$ cat src/rtl/alu_seq.sv
// rtl/alu_seq.sv - sequential ALU with valid/ready handshake, status flags and iterative MUL/DIV.
// Build macro ALU_MULDIV_EN enables the shift-add multiplier and restoring divider.
module alu_seq #(
  parameter int WIDTH = 8
) (
  input  logic             clk,
  input  logic             rst,
  input  logic             in_valid,
  output logic             in_ready,
  input  logic [WIDTH-1:0] A,
  input  logic [WIDTH-1:0] B,
  input  logic [3:0]       ALU_Sel,
  output logic             out_valid,
  input  logic             out_ready,
  output logic [WIDTH-1:0] ALU_Out,
  output logic             CarryOut,
  output logic             Zero,
  output logic             Overflow
);

  typedef enum logic [1:0] {S_IDLE, S_MUL, S_DIV, S_DONE} state_t;

  state_t           r_state;
  logic             r_valid;
  logic [WIDTH-1:0] r_out;
  logic             r_carry;
  logic             r_zero;
  logic             r_ovf;

  logic [WIDTH-1:0] w_res;
  logic             w_c;
  logic             w_v;

  // Single-cycle results, computed straight from the inputs on the accepting edge.
  always_comb begin
    w_res = '0;
    w_c   = 1'b0;
    w_v   = 1'b0;
    case (ALU_Sel)
      4'd0: begin
        {w_c, w_res} = {1'b0, A} + {1'b0, B};
        w_v = (A[WIDTH-1] == B[WIDTH-1]) && (w_res[WIDTH-1] != A[WIDTH-1]);
      end
      4'd1: begin
        w_res = A - B;
        w_c   = (A < B);
        w_v   = (A[WIDTH-1] != B[WIDTH-1]) && (w_res[WIDTH-1] != A[WIDTH-1]);
      end
      4'd2: w_c = 1'b1;
      4'd3: begin
`ifdef ALU_MULDIV_EN
        w_res = '1;
`endif
        w_c = 1'b1;
      end
      4'd4: begin w_res = {A[WIDTH-2:0], 1'b0};      w_c = A[WIDTH-1]; end
      4'd5: begin w_res = {1'b0, A[WIDTH-1:1]};      w_c = A[0];       end
      4'd6: begin w_res = {A[WIDTH-2:0], A[WIDTH-1]}; w_c = A[WIDTH-1]; end
      4'd7: begin w_res = {A[0], A[WIDTH-1:1]};      w_c = A[0];       end
      4'd8:  w_res = A & B;
      4'd9:  w_res = A | B;
      4'd10: w_res = A ^ B;
      4'd11: w_res = ~(A | B);
      4'd12: w_res = ~(A & B);
      4'd13: w_res = ~(A ^ B);
      4'd14: w_res = {{(WIDTH-1){1'b0}}, (A > B)};
      4'd15: w_res = {{(WIDTH-1){1'b0}}, (A == B)};
      default: ;
    endcase
  end

`ifdef ALU_MULDIV_EN
  localparam int CW = $clog2(WIDTH);

  logic [WIDTH-1:0] r_opnd;
  logic [WIDTH-1:0] r_hi;
  logic [WIDTH-1:0] r_lo;
  logic [CW-1:0]    r_cnt;

  logic [WIDTH:0]   w_sum;
  logic [WIDTH-1:0] w_mhi;
  logic [WIDTH-1:0] w_mlo;
  logic [WIDTH:0]   w_shift;
  logic [WIDTH:0]   w_diff;
  logic             w_ge;
  logic [WIDTH-1:0] w_dhi;
  logic [WIDTH-1:0] w_dlo;
  logic             w_last;
  logic             w_unused_msb;

  // r_hi/r_lo hold product halves for MUL and remainder/quotient for DIV.
  assign w_sum   = {1'b0, r_hi} + (r_lo[0] ? {1'b0, r_opnd} : '0);
  assign w_mhi   = w_sum[WIDTH:1];
  assign w_mlo   = {w_sum[0], r_lo[WIDTH-1:1]};
  assign w_shift = {r_hi, r_lo[WIDTH-1]};
  assign w_ge    = (w_shift >= {1'b0, r_opnd});
  assign w_diff  = w_shift - {1'b0, r_opnd};
  assign w_dhi   = w_ge ? w_diff[WIDTH-1:0] : w_shift[WIDTH-1:0];
  assign w_dlo   = {r_lo[WIDTH-2:0], w_ge};
  assign w_last  = (r_cnt == CW'(WIDTH-1));
  assign w_unused_msb = w_diff[WIDTH];
`endif

  always_ff @(posedge clk or posedge rst) begin
    if (rst) begin
      r_state <= S_IDLE;
      r_valid <= 1'b0;
      r_out   <= '0;
      r_carry <= 1'b0;
      r_zero  <= 1'b0;
      r_ovf   <= 1'b0;
`ifdef ALU_MULDIV_EN
      r_opnd  <= '0;
      r_hi    <= '0;
      r_lo    <= '0;
      r_cnt   <= '0;
`endif
    end else begin
      case (r_state)
        S_IDLE: begin
          if (in_valid) begin
`ifdef ALU_MULDIV_EN
            r_hi  <= '0;
            r_cnt <= '0;
            if (ALU_Sel == 4'd2) begin
              r_opnd  <= A;
              r_lo    <= B;
              r_state <= S_MUL;
            end else if (ALU_Sel == 4'd3 && B != '0) begin
              r_opnd  <= B;
              r_lo    <= A;
              r_state <= S_DIV;
            end else
`endif
            begin
              r_out   <= w_res;
              r_carry <= w_c;
              r_zero  <= (w_res == '0);
              r_ovf   <= w_v;
              r_valid <= 1'b1;
              r_state <= S_DONE;
            end
          end
        end
`ifdef ALU_MULDIV_EN
        S_MUL: begin
          r_hi  <= w_mhi;
          r_lo  <= w_mlo;
          r_cnt <= r_cnt + 1'b1;
          if (w_last) begin
            r_out   <= w_mlo;
            r_carry <= (w_mhi != '0);
            r_zero  <= (w_mlo == '0);
            r_ovf   <= 1'b0;
            r_valid <= 1'b1;
            r_state <= S_DONE;
          end
        end
        S_DIV: begin
          r_hi  <= w_dhi;
          r_lo  <= w_dlo;
          r_cnt <= r_cnt + 1'b1;
          if (w_last) begin
            r_out   <= w_dlo;
            r_carry <= 1'b0;
            r_zero  <= (w_dlo == '0);
            r_ovf   <= 1'b0;
            r_valid <= 1'b1;
            r_state <= S_DONE;
          end
        end
`endif
        S_DONE: begin
          if (out_ready) begin
            r_valid <= 1'b0;
            r_state <= S_IDLE;
          end
        end
        default: r_state <= S_IDLE;
      endcase
    end
  end

  assign in_ready  = (r_state == S_IDLE);
  assign out_valid = r_valid;
  assign ALU_Out   = r_out;
  assign CarryOut  = r_carry;
  assign Zero      = r_zero;
  assign Overflow  = r_ovf;

endmodule

$ cat config.mk
export PLATFORM = sky130hd
export DESIGN_NAME = alu_seq
export DESIGN_NICKNAME = d
export VERILOG_FILES = /design/src/rtl/alu_seq.sv
export SDC_FILE = /design/constraint.sdc
export NUM_CORES = 1
export LEC_CHECK = 0
export CAP_MARGIN = 0
export CORE_ASPECT_RATIO = 0.8
export CORE_MARGIN = 8
export CORE_UTILIZATION = 24
export DETAILED_ROUTE_END_ITERATION = 16
export GPL_TIMING_DRIVEN = 0
export PLACE_DENSITY = 0.51
export SLEW_MARGIN = 15
export SYNTH_ARGS = -nofsm -noshare
export SYNTH_HDL_FRONTEND = slang
export SYNTH_SLANG_ARGS = --single-unit
$ cat constraint.sdc
create_clock -name clk -period 2.1 [get_ports clk]
set_input_delay 0.315 -clock clk [delete_from_list [all_inputs] [get_ports clk]]
set_output_delay 0.315 -clock clk [all_outputs]
set_load 0.05 [all_outputs]
After elaboration in Yosys (flattened, before gate mapping). Index checks and enable logic that the tools add are counted.

$add $sub $neg: 2. Magnitude comparators: 2. Equal/unequal tests: 23. Mux-type cells: 9. Bitwise operators: 6. Reduce and logical (&&, ||, !) cells: 12.

Operator list (count): 8-bit one-hot mux with 14 select lines (1); 4-bit == test (second input constant) (8); 8-bit NOT (3); 4-bit by 3-bit == test with 1-bit output (second input constant) (4); 8-bit by 8-bit adder with 9-bit output (1); 8-bit AND (1); 4-bit by 2-bit == test with 1-bit output (second input constant) (2); 8-bit == test (1); 8-bit > comparator (1); 8-bit zero test (1); 8-bit < comparator (1); 8-bit OR (1); 8-bit subtractor (1); 8-bit XOR (1); 2-bit OR reduction (3); 1-bit one-hot mux with 5 select lines (1); 4-bit by 1-bit == test with 1-bit output (second input constant) (1); 4-bit zero test (1); 2-bit 2-to-1 mux (2); 2-bit != test (second input constant) (2); 1-bit one-hot mux with 2 select lines (2); 2-bit one-hot mux with 2 select lines (1); 2-bit AND reduction (2); 1-bit != test (3); 7 further kinds (9).

Flip-flop bits (word level): 14. Input port bits: 24. Output and inout bits: 13. Logic and storage cells: 60.

Depth between registers and ports, before layout.
Word-level depth: 4. Depth in mapped cells: 10. Depth with buffers taken out: 10.

Worst setup path before layout. OpenSTA, ideal clock, no wires.

Path type: input to register. Start point: in A[0]. End point: reg r_zero, in the netlist Zero. Setup time: 0.104 ns. Data arrival time: 2.185 ns. Data required time: 1.996 ns. Path slack: -0.188 ns. Stages: 9. Buffers on the path: 0. Path through: ha_1 > fa_1 > a211oi_2 > nor2_2 > a2111oi_4 > a21oi_2 > mux2i_1 > o21ai_1 > o41ai_2.

Cells in the longest elaborated chain, start to end: 4.

RTL lines: start, declared (line 10) `input logic [WIDTH-1:0] A,`; parallel branches: the longest is 2 deep, another holds 8-bit subtractor; 8-bit one-hot mux with 14 select lines (*) (line 39) `case (ALU_Sel)`; 8-bit zero test (*) (line 138) `r_zero <= (w_res == '0);`; end signal, assigned (line 138); end, declared (line 27) `logic r_zero;`.

Every way passes the cells marked *. A chain may end at the register's enable or synchronous reset.

Final worst setup path.
Start point: in B[0]. End point: reg r_out[6], in the netlist ALU_Out[6].

Cells in the longest elaborated chain, start to end: 2.

RTL lines: start, declared (line 11) `input logic [WIDTH-1:0] B,`; 8-bit subtractor or 8-bit by 8-bit adder with 9-bit output (tied branches) (line 45, 41); 8-bit one-hot mux with 14 select lines (*) (line 39); end signal, assigned (line 136) `r_out <= w_res;`; end, declared (line 25) `logic [WIDTH-1:0] r_out;`.

Mark *: on every way between the ends. The rest lies on a longest branch, timed or not.

==> key figures <==
Outcome
  – Status: complete, but fails checks
  – Failing checks: setup timing

Synth
  – Synth Area in Compound Gates: 0.3041
  – Sequential fraction of the synthesis area: 0.1393
  – Mapped Area: 2156 sq um
  – Post-Synth Simple-Gate Area: 0.1753
  – Area contributors post-synth: dfrtp_1, ha_1, xnor2_1
  – Post-synth EDFFs: 0
  – Synth area leader: dfrtp_1
  – Synth Area in XOR/XNOR: 0.08474
  – Syn Area/Cell: 7.897 sq um
  – Unique masters post-synth: 60
  – Synth Instances: 273
  – Synth top area share: 0.1393
  – Main combinational cell family by area after synthesis: compound AO/OA/AOI/OAI gates
  – Syn. warnings: 0
  – Asr flop ratio synth: 1.000
  – Syn nets: 323
  – Multiplexer share of the synthesized area: 0.03366
  – Adder-cell area share of the yosys netlist: 0.1579
  – Most common flop cell mapped by yosys: dfrtp_1
  – Yosys reg bits: 12
  – Synth top cells by count: ha_1, inv_1, nand2_1

Timing
  – # setup viols final: 2
  – RSZ-0062 raised after global routing: yes
  – Endpoints failing hold: 0
  – Slew headroom: 0.6041
  – WHS: 379.9 ps
  – Worst-Margin Slew: 589.4 ps
  – Crit path time final: 2126 ps
  – Tcrit/Tclk final: 1.012
  – Fin worst setup slack: -25.90 ps
  – Setup tns final: -47.37 ps
  – Fin. max-slew vios: 0
  – Max Clk Rate: 470.4 MHz
  – Worst Clk Skew: 1.675 ps

Clock tree
  – CTS tree: yes
  – Worst-path clk slew: 60 ps
  – H-tree depth: 1
  – Longest Clk Path Bufs: 2
  – TritonCTS Buffers: 3
  – CTS root buffer: clkbuf_8
  – Clk_lat worst skew: 240 ps
  – Clk sinks: 12

Die
  – DIE AREA: 12290 sq um
  – Total I/O pin count: 37
  – DIE WIDTH: 122.0 um
  – Site Rows: 31
  – Core box area: 8882 sq um
  – Die Span Y: 100.8 um
  – Starting density of the core: 0.2427

Finish
  – Share of cells above drive strength 1: 0.3567
  – Area delta synth->final: 52.58%
  – FF+latch area: 300.3 sq um
  – Nets: 393
  – Antenna diodes: 0
  – Fillers: 927
  – Multi-input logic area: 1924 sq um
  – Finished Core Util: 0.3703

Critical path
  – Worst Path Class, Setup: primary input to flop
  – Reg2Reg Capture Point: Zero
  – Worst r2r path cells: 7
  – Crit start category: primary input
  – Worst-path maximum fanout: 3
  – CP Capture Type: flop
  – Worst R2R Setup Slack: 490 ps
  – Critical Path RT: 2230 ps
  – Worst reg2reg startpoint: r_state[0]
  – CP arrival: 2250 ps

Power and ir drop
  – Power Dens Cells: 498.8 nW/um^2
  – Leakage power total: 1.367 nW
  – Total power: 0.001641 W
  – Peak supply drop: 0.0002611 V

Placement
  – I/O Buffers: 35
  – Final HPWL DP: 5836 um
  – Gpl congestion: 0.8808

Route
  – Met3 Wirelength: 526 um
  – Wire length on met1: 3577 um
  – Violation count after the first detailed-route iteration: 163
  – Final WL: 7805 um
  – DRC violations left: 0
  – Vias: 2385
  – DRT antenna net count: 0
  – DR WL met2: 3562 um
  – Vias per cell: 5.219
  – Top Layer Used: met4
  – Pre-antenna DRT Iters: 5
  – Drt wl/cell: 17.08 um

GRT
  – Initial antenna violation count: 0
  – Grt total ovfl: 0
  – First-pass GRT wire length: 12850 um
  – Tot GR Track Use: 0.1280
  – Pin count of the biggest net entering global routing: 13
  – Vias in the first global route: 2495

Job
  – Max-capacitance violation count: 0

Min path
  – Hold WC Path Type: primary input to async pin
==> cell usage in the layout (no fill, tap or decap), types with 6 or more instances in the layout <==
cell type | Yosys | routed
nor2_1 | 19 | 18
dfrtp_1 | 12 | 12
inv_2 | 0 | 10
ha_1 | 24 | 15
o22ai_1 | 10 | 8
nand2_1 | 20 | 19
o21ai_0 | 14 | 13
xnor2_1 | 13 | 13
a21oi_1 | 18 | 14
nor2b_1 | 7 | 6
xor2_1 | 6 | 6
ha_4 | 0 | 9
buf_4 | 5 | 32
inv_1 | 24 | 11
clkdlybuf4s50_1 | 0 | 16
buf_6 | 5 | 14
==> area by class of cell <==
type	instances	area share
buffer	19	0.05553
clock buffer	4	0.01674
sequential	12	0.09129
timing repair buffer	65	0.1780
tap	115	0.04374
multi-input combinational	218	0.5850
inverter	24	0.02967
==> critical path, cell delays in order <==
cell and delay [ps]:
buf_8 110, ha_4 160, fa_2 390, a211oi_2 250
nor2_2 100, a2111oi_4 310, a21oi_2 60, mux2i_1 190
o21ai_2 100, mux2_4 270
==> flip-flops by register name, indices dropped and copies added, names as in the netlist <==
signal,count
ALU_Out,8
CarryOut,1
Overflow,1
Zero,1
r_state,1
==> cell families (layout without fill, tap and decap cells) <==
| family | after synthesis | after routing |
|---|---|---|
| compound gates | 90 | 90 |
| simple gates | 75 | 75 |
| flops | 12 | 12 |
| mux | 7 | 7 |
| fa+ha+maj | 26 | 26 |
| buf+inv | 43 | 112 |
| xor+xnor | 20 | 20 |
==> how the worst max path moves through the flow <==
stage	start	to	slack, ps	depth (start not counted)
after floorplan	A[0]	ALU_Out[6]	-30	9
after global placement	A[5]	Zero	-1010	11
after detailed placement	A[0]	Zero	-980	11
after CTS	B[0]	ALU_Out[6]	-80	10
after global routing	B[0]	ALU_Out[6]	-130	10
final	B[0]	ALU_Out[6]	-30	10
==> power by group <==
part | total [W] | internal (W) | switching [W] | leakage, nW
registers | 0.000307 | 0.000280 | 0.0000278 | 0.148
logic | 0.00108 | 0.000463 | 0.000613 | 1.19
clock network | 0.000258 | 0.000166 | 0.0000916 | 0.0288
total | 0.00164 | 0.000909 | 0.000732 | 1.37
==> metal layers <==
metal | track usage | vias to the layer above
met5 | 0 | -
met4 | 0.02649 | 0
met3 | 0.01736 | 14
met2 | 0.2047 | 83
met1 | 0.1775 | 1151
li1 | - | 1137
==> stage by stage <==
step	cell area [sq um]	instances	worst slack, ps
global route	3289	457	-127.6
detailed placement	2754	423	-979.3
finish	3289	457	-25.90
floorplan	2260	273	-28.35
CTS	3162	452	-84.31
global placement	2754	423	-1013
==> timing repair <==
action | 4_1_cts | 5_1_grt
endpoints found under the setup margin | 11 | 6
gates resized for setup | 103 | 35
pin swaps | 25 | 23
buffers inserted | 24 | 5
gates cloned | 1 | 0
hold buffers | 0 | 0
Power figures use the tool's default switching activity.
